### src/rtl/disparity_checker_rx.sv
// Receive-side 8b/10b running-disparity checker with saturating error count
// and a HUNT/LOCKED/CHECK link-lock state machine.
module disparity_checker_rx #(
  parameter int unsigned LOCK_CNT  = 4,
  parameter int unsigned ERR_LIMIT = 4,
  parameter int unsigned CNT_W     = 8
) (
  input  logic             clk,
  input  logic             rst,
  input  logic [9:0]       sym_in,
  input  logic             sym_valid,
  input  logic             cnt_clr,
  output logic             out_valid,
  output logic             rd_out,
  output logic             disp_err,
  output logic             code_err,
  output logic [CNT_W-1:0] err_cnt,
  output logic             lock
);

  localparam int unsigned GW = $clog2(LOCK_CNT + 1);
  localparam int unsigned BW = $clog2(ERR_LIMIT + 1);

  typedef enum logic [1:0] {HUNT, LOCKED, CHECK} state_t;

  state_t          state, state_nxt;
  logic [GW-1:0]   good_cnt, good_nxt;
  logic [BW-1:0]   bad_cnt, bad_nxt;
  logic            rd_mid, rd_nxt;
  logic            d_err, c_err, sym_err;
  logic [2:0]      n6, n4;
  logic [CNT_W-1:0] err_cnt_nxt;
  logic            lock_nxt;

  function automatic logic [2:0] ones(input logic [5:0] v);
    logic [2:0] c;
    c = '0;
    for (int i = 0; i < 6; i++) c = c + 3'(v[i]);
    return c;
  endfunction

  // Disparity/code check: 6b against current RD, 4b against RD after 6b.
  // rd_out encodes RD- as 1, RD+ as 0.
  always_comb begin
    n6     = ones(sym_in[9:4]);
    n4     = ones({2'b00, sym_in[3:0]});
    rd_mid = rd_out;
    rd_nxt = rd_out;
    d_err  = 1'b0;
    c_err  = 1'b0;
    case (n6)
      3'd3: if ((sym_in[9:4] == 6'b111000 && !rd_out) ||
                (sym_in[9:4] == 6'b000111 &&  rd_out)) d_err = 1'b1;
      3'd4: begin d_err = !rd_out; rd_mid = 1'b0; end
      3'd2: begin d_err =  rd_out; rd_mid = 1'b1; end
      default: c_err = 1'b1;
    endcase
    rd_nxt = rd_mid;
    case (n4)
      3'd2: if ((sym_in[3:0] == 4'b1100 && !rd_mid) ||
                (sym_in[3:0] == 4'b0011 &&  rd_mid)) d_err = 1'b1;
      3'd3: begin if (!rd_mid) d_err = 1'b1; rd_nxt = 1'b0; end
      3'd1: begin if ( rd_mid) d_err = 1'b1; rd_nxt = 1'b1; end
      default: c_err = 1'b1;
    endcase
    sym_err = d_err | c_err;
  end

  // State register
  always_ff @(posedge clk) begin
    if (rst) begin
      state    <= HUNT;
      good_cnt <= '0;
      bad_cnt  <= '0;
    end else begin
      state    <= state_nxt;
      good_cnt <= good_nxt;
      bad_cnt  <= bad_nxt;
    end
  end

  // Next-state logic; only valid symbols advance the FSM
  always_comb begin
    state_nxt = state;
    good_nxt  = good_cnt;
    bad_nxt   = bad_cnt;
    if (sym_valid) begin
      case (state)
        HUNT: begin
          if (sym_err) good_nxt = '0;
          else if (good_cnt + GW'(1) == GW'(LOCK_CNT)) begin
            state_nxt = LOCKED;
            good_nxt  = '0;
          end else good_nxt = good_cnt + GW'(1);
        end
        LOCKED: begin
          if (sym_err) begin
            state_nxt = CHECK;
            bad_nxt   = BW'(1);
            good_nxt  = '0;
          end
        end
        CHECK: begin
          if (sym_err) begin
            good_nxt = '0;
            if (bad_cnt + BW'(1) == BW'(ERR_LIMIT)) begin
              state_nxt = HUNT;
              bad_nxt   = '0;
            end else bad_nxt = bad_cnt + BW'(1);
          end else if (good_cnt + GW'(1) == GW'(LOCK_CNT)) begin
            state_nxt = LOCKED;
            good_nxt  = '0;
            bad_nxt   = '0;
          end else good_nxt = good_cnt + GW'(1);
        end
        default: begin
          state_nxt = HUNT;
          good_nxt  = '0;
          bad_nxt   = '0;
        end
      endcase
    end
  end

  // Output next values
  always_comb begin
    lock_nxt    = (state_nxt != HUNT);
    err_cnt_nxt = err_cnt;
    if (cnt_clr) err_cnt_nxt = (sym_valid && sym_err) ? CNT_W'(1) : '0;
    else if (sym_valid && sym_err && err_cnt != '1) err_cnt_nxt = err_cnt + CNT_W'(1);
  end

  always_ff @(posedge clk) begin
    if (rst) begin
      out_valid <= 1'b0;
      rd_out    <= 1'b1;
      disp_err  <= 1'b0;
      code_err  <= 1'b0;
      err_cnt   <= '0;
      lock      <= 1'b0;
    end else begin
      out_valid <= sym_valid;
      disp_err  <= sym_valid & d_err;
      code_err  <= sym_valid & c_err;
      if (sym_valid) rd_out <= rd_nxt;
      err_cnt   <= err_cnt_nxt;
      lock      <= lock_nxt;
    end
  end

endmodule

### config.mk
export PLATFORM = sky130hd
export DESIGN_NAME = disparity_checker_rx
export DESIGN_NICKNAME = d
export VERILOG_FILES = /design/src/rtl/disparity_checker_rx.sv
export SDC_FILE = /design/constraint.sdc
export NUM_CORES = 1
export LEC_CHECK = 0
export CAP_MARGIN = 10
export CELL_PAD_IN_SITES_DETAIL_PLACEMENT = 0
export CELL_PAD_IN_SITES_GLOBAL_PLACEMENT = 1
export CORE_MARGIN = 4
export CORE_UTILIZATION = 35
export CTS_CLUSTER_DIAMETER = 50
export DETAILED_ROUTE_END_ITERATION = 7
export PLACE_DENSITY_LB_ADDON = 0.08
export SLEW_MARGIN = 0
export SYNTH_ARGS = -nofsm -noshare
export SYNTH_HDL_FRONTEND = slang
export SYNTH_SLANG_ARGS = --single-unit
export TNS_END_PERCENT = 1
### constraint.sdc
create_clock -name clk -period 4.1 [get_ports clk]
set_input_delay 0.41 -clock clk [delete_from_list [all_inputs] [get_ports clk]]
set_output_delay 0.41 -clock clk [all_outputs]
set_load 0.02 [all_outputs]
# Word level (Yosys, flattened, before mapping)
# Cells that the tools add are included.
# totals
reg_bits	21
input_bits	14
output_inout_bits	13
# op_classes
add_sub_neg	11
n_eq_ne	17
muxes	29
bitwise_logic	4
n_reduce_logical	18
# ops
cell	n
2-to-1 mux 3 bit	7
2-to-1 mux 8 bit	2
adder 3 x 1 -> 3 bit	4
== test 3 x 2 -> 1 bit, second input constant	4
2-to-1 mux 2 bit	6
== test 3 bit, second input constant	3
case mux 3 bit (3 select lines)	1
adder 8 x 1 -> 8 bit, second input constant	1
inequality test 8 bit, second input constant	1
2-to-1 mux 1 bit	7
adder 2 x 1 -> 3 bit	2
adder 3 x 1 -> 3 bit, second input constant	2
== test 6 x 3 -> 1 bit, second input constant	1
== test 6 bit, second input constant	1
logical AND 1 bit	6
case mux 1 bit (3 select lines)	2
case mux 2 bit (3 select lines)	1
case mux 3 bit (2 select lines)	1
OR reduction 3 bit	2
adder 1 x 1 -> 2 bit	2
== test 4 x 2 -> 1 bit, second input constant	1
== test 4 bit, second input constant	1
case mux 1 bit (2 select lines)	2
AND reduction 4 bit	1
14 further kinds	18

# Depth between registers and ports, before layout
# logic_depth
ltp_word	17
mapped_depth	16

# Worst setup path before layout
# Ideal clock, no wire load.
# synth_path
path_kind	input to register
startpoint	in sym_in[4]
endpoint	reg good_cnt[0]
setup_ps	71
t_arrival_ps	3883
required_time_ps	4029
path_slack_ps	146
path_stages	14
cell_sequence	fa_1 > inv_1 > fa_1 > inv_1 > ha_1 > inv_1 > fa_1 > nor2b_2 > a21oi_1 > or3_1 > or2_1 > or3_4 > or4b_1 > a21oi_1
# synth_via
elab_chain_cells	15
elab_cells_between_ends	32
classes_between	add/sub: 5; eq/ne: 6; mux: 11; bitwise: 1; reduce/logical: 9
# synth_lines
item	line	rtl
from (decl)	10	input logic [9:0] sym_in,
adder 1 x 1 -> 2 bit	38	for (int i = 0; i < 6; i++) c = c + 3'(v[i]);
adder 2 x 1 -> 3 bit	38	
adder 3 x 1 -> 3 bit (3 in a row)	38	
== test 3 x 2 -> 1 bit or == test 3 bit (tied branches)	51	case (n6)
case mux 1 bit (2 select lines)	51	
zero test 1 bit	n/a	
logical AND 1 bit	60	3'd2: if ((sym_in[3:0] == 4'b1100 && !rd_mid) ||
logical OR 1 bit	60	
2-to-1 mux 1 bit	60	
case mux 1 bit (3 select lines)	59	case (n4)
bitwise OR 1 bit *	66	sym_err = d_err | c_err;
2-to-1 mux 3 bit or inequality test 2 bit (tied branches)	n/a	
case mux 3 bit (2 select lines) or AND reduction 2 bit (tied branches)	n/a	
to (signal assigned)	77	good_cnt <= good_nxt;
to (decl)	27	logic [GW-1:0] good_cnt, good_nxt;
# Mark *: on every way between the ends. The rest lies on a longest branch, timed or not.
# A chain may end at the register's enable or synchronous reset.

# Worst setup path after layout
# layout_path
startpoint	in sym_in[4]
endpoint	reg good_cnt[2]
# The elaborated chain is that of the path after synthesis.

==> run metrics <==
Fin Setup TNS 0 ns; hold_buf cts 0; Synth area leader dfxtp_1; maximum clock insertion buffer count 2; Fin. Hold Viols 0; area of the core 0.00406 mm^2; vias in the first global route 1,411; Worst Hold Class register to register; final WL 3460 um; Die X 73.3 um; Critical Path Source sym_in[4]; Post-route DRC 0; crit path time final 3.96 ns; # fillers 389; crit path max fanout 4; Post-synth EDFFs 0; ratio of cells with drive above 1 in the final layout 0.177; gr usage total 0.143; fin. max-slew vios 0; worst-margin pin slew 0.577 ns; post-route total power 0.000644 W; fin crit share 0.967; crit-path cells clkdlybuf4s15_1 > fa_1 > inv_1 > fa_1 > inv_1 > ha_2 > inv_2 > fa_2 > nor2b_4 > a21oi_2 > or3_4 > or2_4 > or3_4 > buf_4 > or4_1 > a21oi_1; WHS 0.497 ns; Leak 0.819 nW; DRT antenna net count 0; Yosys top cell area share 0.282; Clock Sink Count 21; Die ar. 0.00537 mm^2; Final #Nets 255; Die H 73.3 um; setup violators final 0; I/O Buffers 26; IO Count 27; CTS tree built; Critical Path Max Stage Delay 0.49 ns; # rows 23; initial core utilization 0.368; vias per inst 5.07; post-synthesis net count 212; FFs w/ async S/R, synth 0; CTS Buf Count 3; wire length per cell 12.8 um; Clk Tree Root Cell clkbuf_8; R2R Path Start rd_out; status complete, no violations; area of the mapped netlist 0.00149 mm^2; Yosys cell types 47; n_diodes 0; worst hold start good_cnt[1]; Max-cap violations 0; CTS HTree Levels 1; Syn Area/Cell 8.38 um^2; Synth Instances 178; Synth Register Bits 21; drt pass-1 iters 4; synth top area cells dfxtp_1 28%, ha_1 13%, fa_1 5.4%, inv_1 5.3%, a21oi_1 4.4%; Clock Skews 0.00526 ns; Congestion Overflow GR 0; final cell count without fillers 270; Crit path max-delay family adder cells; max frequency 0.252 GHz; YS warnings 0; crit path capture type register; initial antenna violation count 0; GP Congestion 0.807; Detailed Route Iter0 Violations 53; vias post-DR 1,370; slowest CP cell fa_1; kind of critical path input pin to register; Buf/Inv on CP 5; Placed Cells 263; cell area power density 323 mW/mm^2; sequential share of the synthesized area 0.282; dpl hpwl 2730 um; ys flop type dfxtp_1; Rel. slew slack 0.614; CP startpoint kind input pin; RSZ-0062 raised after global routing false; crit path DAT 4.16 ns; CP required 4.29 ns; area grow syn2layout 33.6%; largest net degree at the start of global routing 15; Peak VDD IR 0.116 mV; global-route wire length before repair 6110 um; worst-skew pair later-pin latency 0.26 ns; Reg clk slew, reported paths 0.08 ns
[repair_timing]
action,4_1_cts,5_1_grt
pin swaps,3,9
gates resized for setup,4,17
setup endpoints to repair,16,13
setup buffers,1,2
[final timing paths]
kind         slack [ns]           to  cells after the start
max                0.14  good_cnt[2]                     16
min                0.50  good_cnt[1]                      2
max reg2reg        1.75  good_cnt[2]                      8
min reg2reg        0.50  good_cnt[1]                      2
[state kept, by name (all words and copies together) (netlist names)]
register	count
err_cnt	8
bad_cnt	3
good_cnt	3
state	2
code_err	1
disp_err	1
lock	1
out_valid	1
rd_out	1
[area by class of cell]
class	instances	area (um^2)	area share
Tap cell	50	62.6	0.0314
Clock buffer	4	45.0	0.0226
Inverter	21	78.8	0.0395
Timing Repair Buffer	42	370	0.186
Sequential cell	21	420	0.211
Multi-Input combinational cell	132	1020	0.510
[layer usage]
| layer | wire length [um] | global-route usage |
|---|---|---|
| met1 | 1600 | 0.181 |
| met2 | 1660 | 0.236 |
| met3 | 148 | 0.0233 |
| met4 | 44 | 0.0615 |
| met5 | 0 | 0 |
[placed cells by master (no fill, tap or decap), types with 3 or more instances in the layout]
cell / netlist / layout
a21oi_1: 13 / 11
a31oi_1: 4 / 4
buf_4: 1 / 16
clkbuf_8: 0 / 3
clkdlybuf4s50_1: 0 / 23
dfxtp_1: 21 / 21
fa_1: 4 / 3
ha_1: 16 / 15
inv_1: 21 / 20
nand2_1: 8 / 8
nand2b_1: 4 / 4
nand3_1: 4 / 4
nand4_1: 3 / 3
nor2_1: 14 / 14
nor3_1: 6 / 5
o21ai_0: 7 / 6
or3_1: 5 / 4
xnor2_1: 4 / 4
[power breakdown]
part           internal, W  switching, W
Clock            0.0000693     0.0000691
Sequential        0.000215     0.0000102
Combinational     0.000150      0.000131
[logic make-up (layout without fill, tap and decap cells)]
family,after synthesis,after routing,share of synthesized area
buffers and inverters,25,67,0.0654
xor gates and xnor gates,6,6,0.0352
and+or+nand+nor,63,63,0.241
AOI/OAI and AO/OA,42,42,0.182
DFF,21,21,0.282
adders and majority gates,20,20,0.188
muxes,1,1,0.00671
[synthesized netlist by cell type, types with 4 or more instances]
master / number
nand2_1: 8
fa_1: 4
a21oi_1: 13
ha_1: 16
nor3_1: 6
a31oi_1: 4
nor2_1: 14
nand3_1: 4
o21ai_0: 7
nand2b_1: 4
dfxtp_1: 21
or3_1: 5
inv_1: 21
xnor2_1: 4
[worst min-delay path, stage by stage, from the launching register on]
cell     delay (ns)
dfxtp_1        0.34
nand2_1        0.06
a21oi_1        0.05
[per-stage QoR]
| stage | utilization | setup slack [ns] | instance area [um^2] |
|---|---|---|---|
| after floorplan | - | 0.146 | 1490 |
| after global placement | 0.467 | -0.420 | 1890 |
| after CTS | 0.479 | 0.00767 | 1940 |
| after detailed placement | 0.467 | -0.507 | 1890 |
| final | 0.491 | 0.135 | 1990 |
| after global routing | 0.491 | 0.0197 | 1990 |
Note: power is estimated with default switching activity, not from simulation.
